<file path="src/rtl/fetch_buf_ctrl_if.sv">
// fetch_buf_ctrl_if: loader, consumer and RAM-port signal bundle for fetch_buf_ctrl.
// The slave modport is the controller's view; the master modport is the surrounding logic's view.
`default_nettype none

interface fetch_buf_ctrl_if #(
  parameter int DATA_W  = 64,
  parameter int BANK_AW = 7
);
  logic                wr_valid_i;
  logic                wr_ready_o;
  logic [1:0]          wr_mask_i;
  logic                wr_last_i;
  logic [DATA_W-1:0]   wr_data_i;
  logic                rd_avail_o;
  logic                rd_start_i;
  logic                rd_en_i;
  logic                rd_valid_o;
  logic                rd_last_o;
  logic [DATA_W-1:0]   rd_data_o;
  logic [1:0]          ram_a_we_o;
  logic [BANK_AW:0]    ram_a_addr_o;
  logic [DATA_W-1:0]   ram_a_data_o;
  logic                ram_b_re_o;
  logic [BANK_AW:0]    ram_b_addr_o;
  logic [DATA_W-1:0]   ram_b_data_i;

  modport slave (
    input  wr_valid_i, wr_mask_i, wr_last_i, wr_data_i,
    input  rd_start_i, rd_en_i, ram_b_data_i,
    output wr_ready_o, rd_avail_o, rd_valid_o, rd_last_o, rd_data_o,
    output ram_a_we_o, ram_a_addr_o, ram_a_data_o, ram_b_re_o, ram_b_addr_o
  );

  modport master (
    output wr_valid_i, wr_mask_i, wr_last_i, wr_data_i,
    output rd_start_i, rd_en_i, ram_b_data_i,
    input  wr_ready_o, rd_avail_o, rd_valid_o, rd_last_o, rd_data_o,
    input  ram_a_we_o, ram_a_addr_o, ram_a_data_o, ram_b_re_o, ram_b_addr_o
  );
endinterface

`default_nettype wire

</file>
<file path="src/rtl/fetch_buf_ctrl.sv">
// ----------------------------------------------------------------------------
// Module  : fetch_buf_ctrl
// Purpose : Ping-pong bank controller for the 256x64 fetch buffer RAM; one bank
//           fills from the loader while the other drains to the consumer.
//           Define FETCH_BUF_ERR_EN to add the sticky protocol-error output err_o.
// Revision: 1.0 - initial release
// ----------------------------------------------------------------------------
`default_nettype none

module fetch_buf_ctrl #(
  parameter int BANK_AW = 7
) (
  input  wire logic         clk,
  input  wire logic         rst_n,
  fetch_buf_ctrl_if.slave   bus
`ifdef FETCH_BUF_ERR_EN
  ,
  output      logic         err_o
`endif
);

  localparam int DEPTH = 1 << BANK_AW;

  typedef enum logic [1:0] {
    ST_IDLE    = 2'd0,
    ST_READ    = 2'd1,
    ST_RELEASE = 2'd2
  } state_t;

  state_t               r_state;
  logic                 r_wr_bank;
  logic                 r_rd_bank;
  logic [1:0]           r_full;
  logic [BANK_AW-1:0]   r_wr_cnt;
  logic [BANK_AW-1:0]   r_rd_cnt;
  logic [BANK_AW:0]     r_len [2];
  logic                 r_rd_valid;
  logic                 r_rd_last;

  logic                 w_wr_ready;
  logic                 w_beat;
  logic                 w_wr_close;
  logic                 w_rd_avail;
  logic                 w_issue;
  logic                 w_last_issue;
  logic                 w_release;
  logic [1:0]           w_full_nxt;

  assign w_wr_ready   = ~r_full[r_wr_bank];
  assign w_beat       = bus.wr_valid_i & w_wr_ready;
  assign w_wr_close   = w_beat & (bus.wr_last_i | (r_wr_cnt == BANK_AW'(DEPTH - 1)));
  assign w_rd_avail   = r_full[r_rd_bank] & (r_state == ST_IDLE);
  assign w_issue      = (r_state == ST_READ) & bus.rd_en_i;
  assign w_last_issue = w_issue & ({1'b0, r_rd_cnt} == (r_len[r_rd_bank] - (BANK_AW+1)'(1)));
  assign w_release    = (r_state == ST_RELEASE);

  // Writer and reader always own different banks, so set and clear never collide.
  always_comb begin
    w_full_nxt = r_full;
    if (w_release) w_full_nxt[r_rd_bank] = 1'b0;
    if (w_wr_close) w_full_nxt[r_wr_bank] = 1'b1;
  end

  always_ff @(posedge clk) begin
    if (!rst_n) begin
      r_state    <= ST_IDLE;
      r_wr_bank  <= 1'b0;
      r_rd_bank  <= 1'b0;
      r_full     <= 2'b00;
      r_wr_cnt   <= '0;
      r_rd_cnt   <= '0;
      r_len[0]   <= '0;
      r_len[1]   <= '0;
      r_rd_valid <= 1'b0;
      r_rd_last  <= 1'b0;
    end else begin
      r_full     <= w_full_nxt;
      r_rd_valid <= w_issue;
      r_rd_last  <= w_last_issue;
      if (w_beat) begin
        if (w_wr_close) begin
          r_len[r_wr_bank] <= {1'b0, r_wr_cnt} + (BANK_AW+1)'(1);
          r_wr_bank        <= ~r_wr_bank;
          r_wr_cnt         <= '0;
        end else begin
          r_wr_cnt <= r_wr_cnt + BANK_AW'(1);
        end
      end
      case (r_state)
        ST_IDLE: begin
          if (bus.rd_start_i && w_rd_avail) r_state <= ST_READ;
        end
        ST_READ: begin
          if (w_issue) begin
            r_rd_cnt <= r_rd_cnt + BANK_AW'(1);
            if (w_last_issue) r_state <= ST_RELEASE;
          end
        end
        ST_RELEASE: begin
          r_rd_bank <= ~r_rd_bank;
          r_rd_cnt  <= '0;
          r_state   <= ST_IDLE;
        end
        default: r_state <= ST_IDLE;
      endcase
    end
  end

`ifdef FETCH_BUF_ERR_EN
  logic r_err;
  always_ff @(posedge clk) begin
    if (!rst_n) begin
      r_err <= 1'b0;
    end else if ((bus.wr_valid_i && !w_wr_ready) ||
                 (bus.rd_start_i && !w_rd_avail && (r_state == ST_IDLE))) begin
      r_err <= 1'b1;
    end
  end
  assign err_o = r_err;
`endif

  assign bus.wr_ready_o   = w_wr_ready;
  assign bus.ram_a_we_o   = w_beat ? bus.wr_mask_i : 2'b00;
  assign bus.ram_a_addr_o = {r_wr_bank, r_wr_cnt};
  assign bus.ram_a_data_o = bus.wr_data_i;
  assign bus.rd_avail_o   = w_rd_avail;
  assign bus.ram_b_re_o   = w_issue;
  assign bus.ram_b_addr_o = {r_rd_bank, r_rd_cnt};
  assign bus.rd_valid_o   = r_rd_valid;
  assign bus.rd_last_o    = r_rd_last;
  assign bus.rd_data_o    = bus.ram_b_data_i;

endmodule

`default_nettype wire

</file>
<file path="src/flat_wrapper.sv">
// flat-port wrapper written by rule: the top's interface ports become plain ports
module fetch_buf_ctrl_flat 
#(
  parameter int BANK_AW = 7
)
  (clk, rst_n, bus_wr_valid_i, bus_wr_mask_i, bus_wr_last_i, bus_wr_data_i, bus_rd_start_i, bus_rd_en_i, bus_ram_b_data_i, bus_wr_ready_o, bus_rd_avail_o, bus_rd_valid_o, bus_rd_last_o, bus_rd_data_o, bus_ram_a_we_o, bus_ram_a_addr_o, bus_ram_a_data_o, bus_ram_b_re_o, bus_ram_b_addr_o);
  fetch_buf_ctrl_if #(.DATA_W(64), .BANK_AW(BANK_AW)) bus_i ();
  input  wire logic clk;
  input  wire logic rst_n;
  input wire logic [$bits(bus_i.wr_valid_i)-1:0] bus_wr_valid_i;
  input wire logic [$bits(bus_i.wr_mask_i)-1:0] bus_wr_mask_i;
  input wire logic [$bits(bus_i.wr_last_i)-1:0] bus_wr_last_i;
  input wire logic [$bits(bus_i.wr_data_i)-1:0] bus_wr_data_i;
  input wire logic [$bits(bus_i.rd_start_i)-1:0] bus_rd_start_i;
  input wire logic [$bits(bus_i.rd_en_i)-1:0] bus_rd_en_i;
  input wire logic [$bits(bus_i.ram_b_data_i)-1:0] bus_ram_b_data_i;
  output wire logic [$bits(bus_i.wr_ready_o)-1:0] bus_wr_ready_o;
  output wire logic [$bits(bus_i.rd_avail_o)-1:0] bus_rd_avail_o;
  output wire logic [$bits(bus_i.rd_valid_o)-1:0] bus_rd_valid_o;
  output wire logic [$bits(bus_i.rd_last_o)-1:0] bus_rd_last_o;
  output wire logic [$bits(bus_i.rd_data_o)-1:0] bus_rd_data_o;
  output wire logic [$bits(bus_i.ram_a_we_o)-1:0] bus_ram_a_we_o;
  output wire logic [$bits(bus_i.ram_a_addr_o)-1:0] bus_ram_a_addr_o;
  output wire logic [$bits(bus_i.ram_a_data_o)-1:0] bus_ram_a_data_o;
  output wire logic [$bits(bus_i.ram_b_re_o)-1:0] bus_ram_b_re_o;
  output wire logic [$bits(bus_i.ram_b_addr_o)-1:0] bus_ram_b_addr_o;
  assign bus_i.wr_valid_i = bus_wr_valid_i;
  assign bus_i.wr_mask_i = bus_wr_mask_i;
  assign bus_i.wr_last_i = bus_wr_last_i;
  assign bus_i.wr_data_i = bus_wr_data_i;
  assign bus_i.rd_start_i = bus_rd_start_i;
  assign bus_i.rd_en_i = bus_rd_en_i;
  assign bus_i.ram_b_data_i = bus_ram_b_data_i;
  assign bus_wr_ready_o = bus_i.wr_ready_o;
  assign bus_rd_avail_o = bus_i.rd_avail_o;
  assign bus_rd_valid_o = bus_i.rd_valid_o;
  assign bus_rd_last_o = bus_i.rd_last_o;
  assign bus_rd_data_o = bus_i.rd_data_o;
  assign bus_ram_a_we_o = bus_i.ram_a_we_o;
  assign bus_ram_a_addr_o = bus_i.ram_a_addr_o;
  assign bus_ram_a_data_o = bus_i.ram_a_data_o;
  assign bus_ram_b_re_o = bus_i.ram_b_re_o;
  assign bus_ram_b_addr_o = bus_i.ram_b_addr_o;
  fetch_buf_ctrl #(.BANK_AW(BANK_AW)) u_core (.clk(clk), .rst_n(rst_n), .bus(bus_i));
endmodule
</file>
<file path="config.mk">
export PLATFORM = sky130hd
export DESIGN_NAME = fetch_buf_ctrl_flat
export DESIGN_NICKNAME = d
export VERILOG_FILES = /design/src/rtl/fetch_buf_ctrl_if.sv /design/src/rtl/fetch_buf_ctrl.sv /design/src/flat_wrapper.sv
export SDC_FILE = /design/constraint.sdc
export NUM_CORES = 1
export LEC_CHECK = 0
export BUFFER_PORTS_ARGS = -buffer_cell sky130_fd_sc_hd__buf_2
export CAP_MARGIN = 20
export CORE_AREA = 2 2 110 112
export DETAILED_ROUTE_END_ITERATION = 12
export DIE_AREA = 0 0 112 114
export GPL_TIMING_DRIVEN = 0
export HOLD_SLACK_MARGIN = 0.03
export PLACE_DENSITY_LB_ADDON = 0.25
export RECOVER_POWER = 100
export REMOVE_ABC_BUFFERS = 1
export SKIP_CTS_REPAIR_TIMING = 1
export SYNTH_ARGS = -nofsm -noshare
export SYNTH_HDL_FRONTEND = slang
export SYNTH_SLANG_ARGS = --single-unit
</file>
<file path="constraint.sdc">
create_clock -name clk -period 3.09 [get_ports clk]
set_input_delay 0.4635 -clock clk [delete_from_list [all_inputs] [get_ports clk]]
set_output_delay 0.4635 -clock clk [all_outputs]
set_load 0.01 [all_outputs]
</file>
### Word-level counts from Yosys, hierarchy flattened

Memories as Yosys holds them, arrays and structs flattened. A register that Yosys moved wholly into a read port is not among the register bits.
Cells that the tools add are included.

| word-level totals | value |
|---|---|
| register bits after elaboration | 22 |
| latch bits | 0 |
| bits in writable memories | 16 |
| memory bits (read-only) | 0 |
| memories | 1 |

Memory list:

| name | depth | bits a word | rd ports | clocked after memory_dff | wr ports | line | text |
|---|---|---|---|---|---|---|---|
| u_core.r_len | 2 | 8 | 1 | 1 | 2 | fetch_buf_ctrl.sv:36 | `logic [BANK_AW:0] r_len [2];` |

| cells by class | value |
|---|---|
| $add $sub $neg | 4 |
| multipliers | 0 |
| div/mod/pow operators | 0 |
| magnitude comparators | 4 |
| equal/unequal tests | 7 |
| shifts and indexed selects | 0 |
| muxes and demuxes | 28 |
| bitwise gates (word level) | 12 |
| reductions and logical operators | 9 |

Operators by type and width:

| operator | number |
|---|---|
| $mux W1 | 15 |
| $add A7 B1 Y7 const B | 2 |
| $mux W7 | 2 |
| $pmux W7 S2 | 1 |
| $mux W2 | 6 |
| $add A7 B1 Y8 const B | 1 |
| $eq A7 B8 Y1 | 1 |
| $mux W8 | 1 |
| $reduce_or A8 Y1 | 1 |
| $sub A8 B1 Y8 const B | 1 |
| $eq A7 B7 Y1 const B | 1 |
| $and A1 B1 Y1 | 5 |
| $lt A1 B2 Y1 const B | 2 |
| $ne A2 B1 Y1 const B | 2 |
| $pmux W2 S2 | 1 |
| $reduce_and A2 Y1 | 2 |
| $logic_and A1 B1 Y1 | 3 |
| $not A1 Y1 | 3 |
| $reduce_and A3 Y1 | 1 |
| $and A2 B2 Y2 | 1 |
| $demux W1 S1 | 2 |
| $eq A2 B1 Y1 const B | 1 |
| $eq A2 B2 Y1 const B | 1 |
| $ge A1 B1 Y1 const B | 2 |
| other kinds (6) | 6 |

### Depth between registers and ports, before layout

| depth | value |
|---|---|
| word-level depth | 11 |
| gate-level depth with buffers | 9 |

### Worst setup path before layout

Ideal clock, no wire load.

| timing | value |
|---|---|
| kind | reg2reg |
| start | register u_core.r_wr_cnt[0] |
| end | memory u_core.r_len[1][0] (netlist name), enable pin |
| library setup time | 0.330 ns |
| arrival time | 1.969 ns |
| required time | 2.760 ns |
| path slack | 0.791 ns |
| cell stages (with the launch flop) | 7 |
| cells stage by stage | dfxtp_1 -> ha_1 -> nand3_1 -> or3_1 -> a21oi_1 -> nand3_1 -> nand2_1 |

RTL lines:

| item | line | text |
|---|---|---|
| start, declared | fetch_buf_ctrl.sv:34 | `logic [BANK_AW-1:0] r_wr_cnt;` |
| start signal, assigned | fetch_buf_ctrl.sv:86 | `r_wr_cnt <= r_wr_cnt + BANK_AW'(1);` |
| end, declared | fetch_buf_ctrl.sv:36 |  |

==> impl_metrics.tcl <==
set metrics [dict create \
    outcome "finished clean" \
    layout.cells.most_common_list "sky130_fd_sc_hd__nor2_1, sky130_fd_sc_hd__clkbuf_1, sky130_fd_sc_hd__dfxtp_1, sky130_fd_sc_hd__edfxtp_1, sky130_fd_sc_hd__nand2_1" \
    area_growth_pct -19.01 \
    layout.core_utilization_pct 20.48 \
    htree_levels 2 \
    timing.critical_path.from_type "flip-flop" \
    min-delay-start "u_core.r_full[1]" \
    top_cell_type_by_total_area_after_synthesis "sky130_fd_sc_hd__buf_4" \
    whs_path_depth 2 \
    detailedPlace.worstSlack_ns 0.09646 \
    synth_async_sr_flop_share_pct 0 \
    post_synth_inst_count 342 \
    core_mm2 0.01171 \
    worst-r2r-setup-slack_ns 0.22 \
    final_hold_viol_count 0 \
    synth_enable_flop_cells 16 \
    clkTransAtPathRegs_ns 0.06 \
    placed_cell_area_mm2 0.002288 \
    flops_latches_synth 39 \
    globalRouteTotalUtil_pct 31.42 \
    routed_wire_length_per_instance_um 52.88 \
    rr_endpoint "u_core.bus.rd_last_o" \
    finalInstanceArea_mm2 0.002399 \
    syn-mean-instance-area_um2 8.660 \
    global_route_wire_length_before_repair_um 24850 \
    cts_tree "yes" \
    first_pass_iters 4 \
    timing.fmax_mhz 348.9 \
    drt.antenna.violating_nets 0 \
    powerDensity_mw_per_mm2 493.0 \
    crit_arrival_ns 2.97 \
    initial_antenna_violation_count 0 \
    place.gp.congestion 0.9629 \
    crit_type "flip-flop to flip-flop" \
    cts_made_buffers 5 \
    min_delay_worst_endpoint "u_core.r_full[1]" \
    netlist.area_leader.share_pct 32.95 \
    worst_slew_slack_as_a_fraction_of_its_limit_pct 51.41 \
    setup_violations 0 \
    timing.hold.ws_ns 0.5148 \
    yosysUniqueCellTypes 38 \
    crit_path_max_fanout 18 \
    cts_sinks 39 \
    portBuffers 30 \
    fin_ws_ns 0.2242 \
    fp-row-count 40 \
    postSynth.topFlopCell "sky130_fd_sc_hd__dfxtp_1" \
    layout.nets 382 \
    tns_ns 0 \
    grt.overflow.total 0 \
    final_min_period_over_clock_period_pct 92.75 \
    worst_vdd_ir_v 0.0002039 \
    report.final.slew_viol_count 0 \
    drive_above_1_share_pct 8.197 \
    detail_route.iter0.violations 104 \
    syn-cell-area_mm2 0.002962 \
    via_count 1934 \
    max_slew.worst_pin.slew_ns 0.7280 \
    grt_setup_unrepaired "no" \
    final_skew_ns 0.002465 \
    dieArea_mm2 0.01277 \
    clock_path_buffers 2 \
    dp_hpwl_um 19310 \
    die_width_um 112 \
    yosys_warnings 0 \
    fp.dieH_um 114 \
    worst_setup_path_end_kind "flip-flop" \
    ys_seq_area_share_pct 31.77 \
    num_antenna_cells 0 \
    cts_root_buffer "sky130_fd_sc_hd__clkbuf_16" \
    clk_latency_ns 0.28 \
    initial_core_util_pct 25.29 \
    layout_min_cycle_time_ns 2.866 \
    remaining_drc_errors 0 \
    final_common_cell "sky130_fd_sc_hd__nor2_1" \
    critical_path_required_ns 3.20 \
    wl_um 20680 \
    vias_per_cell 4.946 \
    cap_viol_max_count 0 \
    hp-class "flip-flop to flip-flop" \
    netlist_top_cells_area "sky130_fd_sc_hd__buf_4, sky130_fd_sc_hd__edfxtp_1, sky130_fd_sc_hd__dfxtp_1" \
    io_pins 287 \
    ff2ff_path_depth 6 \
    first_global_vias 1841 \
    grt_start_max_net_pins 21 \
    p_leak_nw 0.7778 \
]
[worst max-delay path: stages, from the launching register on]
cell                      delay [ns]
sky130_fd_sc_hd__dfxtp_2        0.55
sky130_fd_sc_hd__mux2i_1        0.34
sky130_fd_sc_hd__ha_1           0.23
sky130_fd_sc_hd__o21ai_0        0.18
sky130_fd_sc_hd__o21a_1         0.22
sky130_fd_sc_hd__or4_1          0.55
sky130_fd_sc_hd__nor4_1         0.61
[power by group]
| part | total (mW) | internal [mW] | leakage (nW) | switching, mW |
|---|---|---|---|---|
| combinational | 0.105 | 0.0400 | 0.357 | 0.0647 |
| sequential | 0.567 | 0.553 | 0.354 | 0.0144 |
| clock | 0.511 | 0.298 | 0.0669 | 0.212 |
| total | 1.18 | 0.891 | 0.778 | 0.291 |
[registers in the layout, indices dropped and copies added, names as in the netlist, named ones only]
name	count
u_core.bus.rd_last_o	1
u_core.bus.rd_valid_o	1
u_core.r_full	2
u_core.r_len	16
u_core.r_rd_bank	1
u_core.r_rd_cnt	7
u_core.r_state	2
u_core.r_wr_bank	1
u_core.r_wr_cnt	7
[worst max path at each step]
stage,from,to,cells after the start
CTS,flip-flop,u_core.bus.rd_last_o,6
global placement,flip-flop,u_core.bus.rd_last_o,6
floorplan,u_core.r_wr_cnt[0],u_core.r_len[1][0],6
detailed placement,flip-flop,u_core.bus.rd_last_o,6
global route,flip-flop,u_core.bus.rd_last_o,6
finish,flip-flop,u_core.bus.rd_last_o,6
[per-stage QoR]
stage          total power [mW]  instances
3_5_place_dp             0.6867        383
5_1_grt                   1.222        391
2_1_floorplan            0.6481        206
4_1_cts                   1.190        391
6_report                  1.182        391
3_3_place_gp             0.6847        383
[final cells by class]
class | count | area, µm²
Tap cell | 147 | 183.9
Clock buffer | 6 | 128.9
Multi-Input combinational cell | 160 | 983.4
Fill cell | 1353 | 9313
Inverter | 7 | 26.28
Timing Repair Buffer | 30 | 121.4
Clock inverter | 2 | 12.51
Sequential cell | 39 | 942.2
[cells by family after synthesis]
family / share of synthesized area (%)
xor gates and xnor gates: 5.323
adders and majority gates: 1.268
DFF: 31.77
and+or+nand+nor: 16.22
buffers and inverters: 34.90
AOI/OAI and AO/OA: 6.421
muxes: 4.098
[metal layers]
layer  GRT usage (%)  routed length [µm]  up-vias
met3           34.91                4855       43
met4           14.80                1303        0
met2           65.98               12000      287
met5               0                   0        -
li1                -                   -      812
met1           10.65                2513      792
[cell usage after synthesis, types with 4 or more instances]
| library cell | number |
|---|---|
| sky130_fd_sc_hd__nand2_1 | 15 |
| sky130_fd_sc_hd__clkbuf_1 | 4 |
| sky130_fd_sc_hd__nand3_1 | 9 |
| sky130_fd_sc_hd__mux2i_1 | 11 |
| sky130_fd_sc_hd__xor2_1 | 7 |
| sky130_fd_sc_hd__nor3_1 | 6 |
| sky130_fd_sc_hd__xnor2_1 | 11 |
| sky130_fd_sc_hd__inv_1 | 7 |
| sky130_fd_sc_hd__dfxtp_1 | 23 |
| sky130_fd_sc_hd__nor2_1 | 35 |
| sky130_fd_sc_hd__or3_1 | 5 |
| sky130_fd_sc_hd__a21oi_1 | 13 |
| sky130_fd_sc_hd__o21ai_0 | 7 |
| sky130_fd_sc_hd__buf_4 | 130 |
| sky130_fd_sc_hd__edfxtp_1 | 16 |
Note: power is estimated with default switching activity, not from simulation.
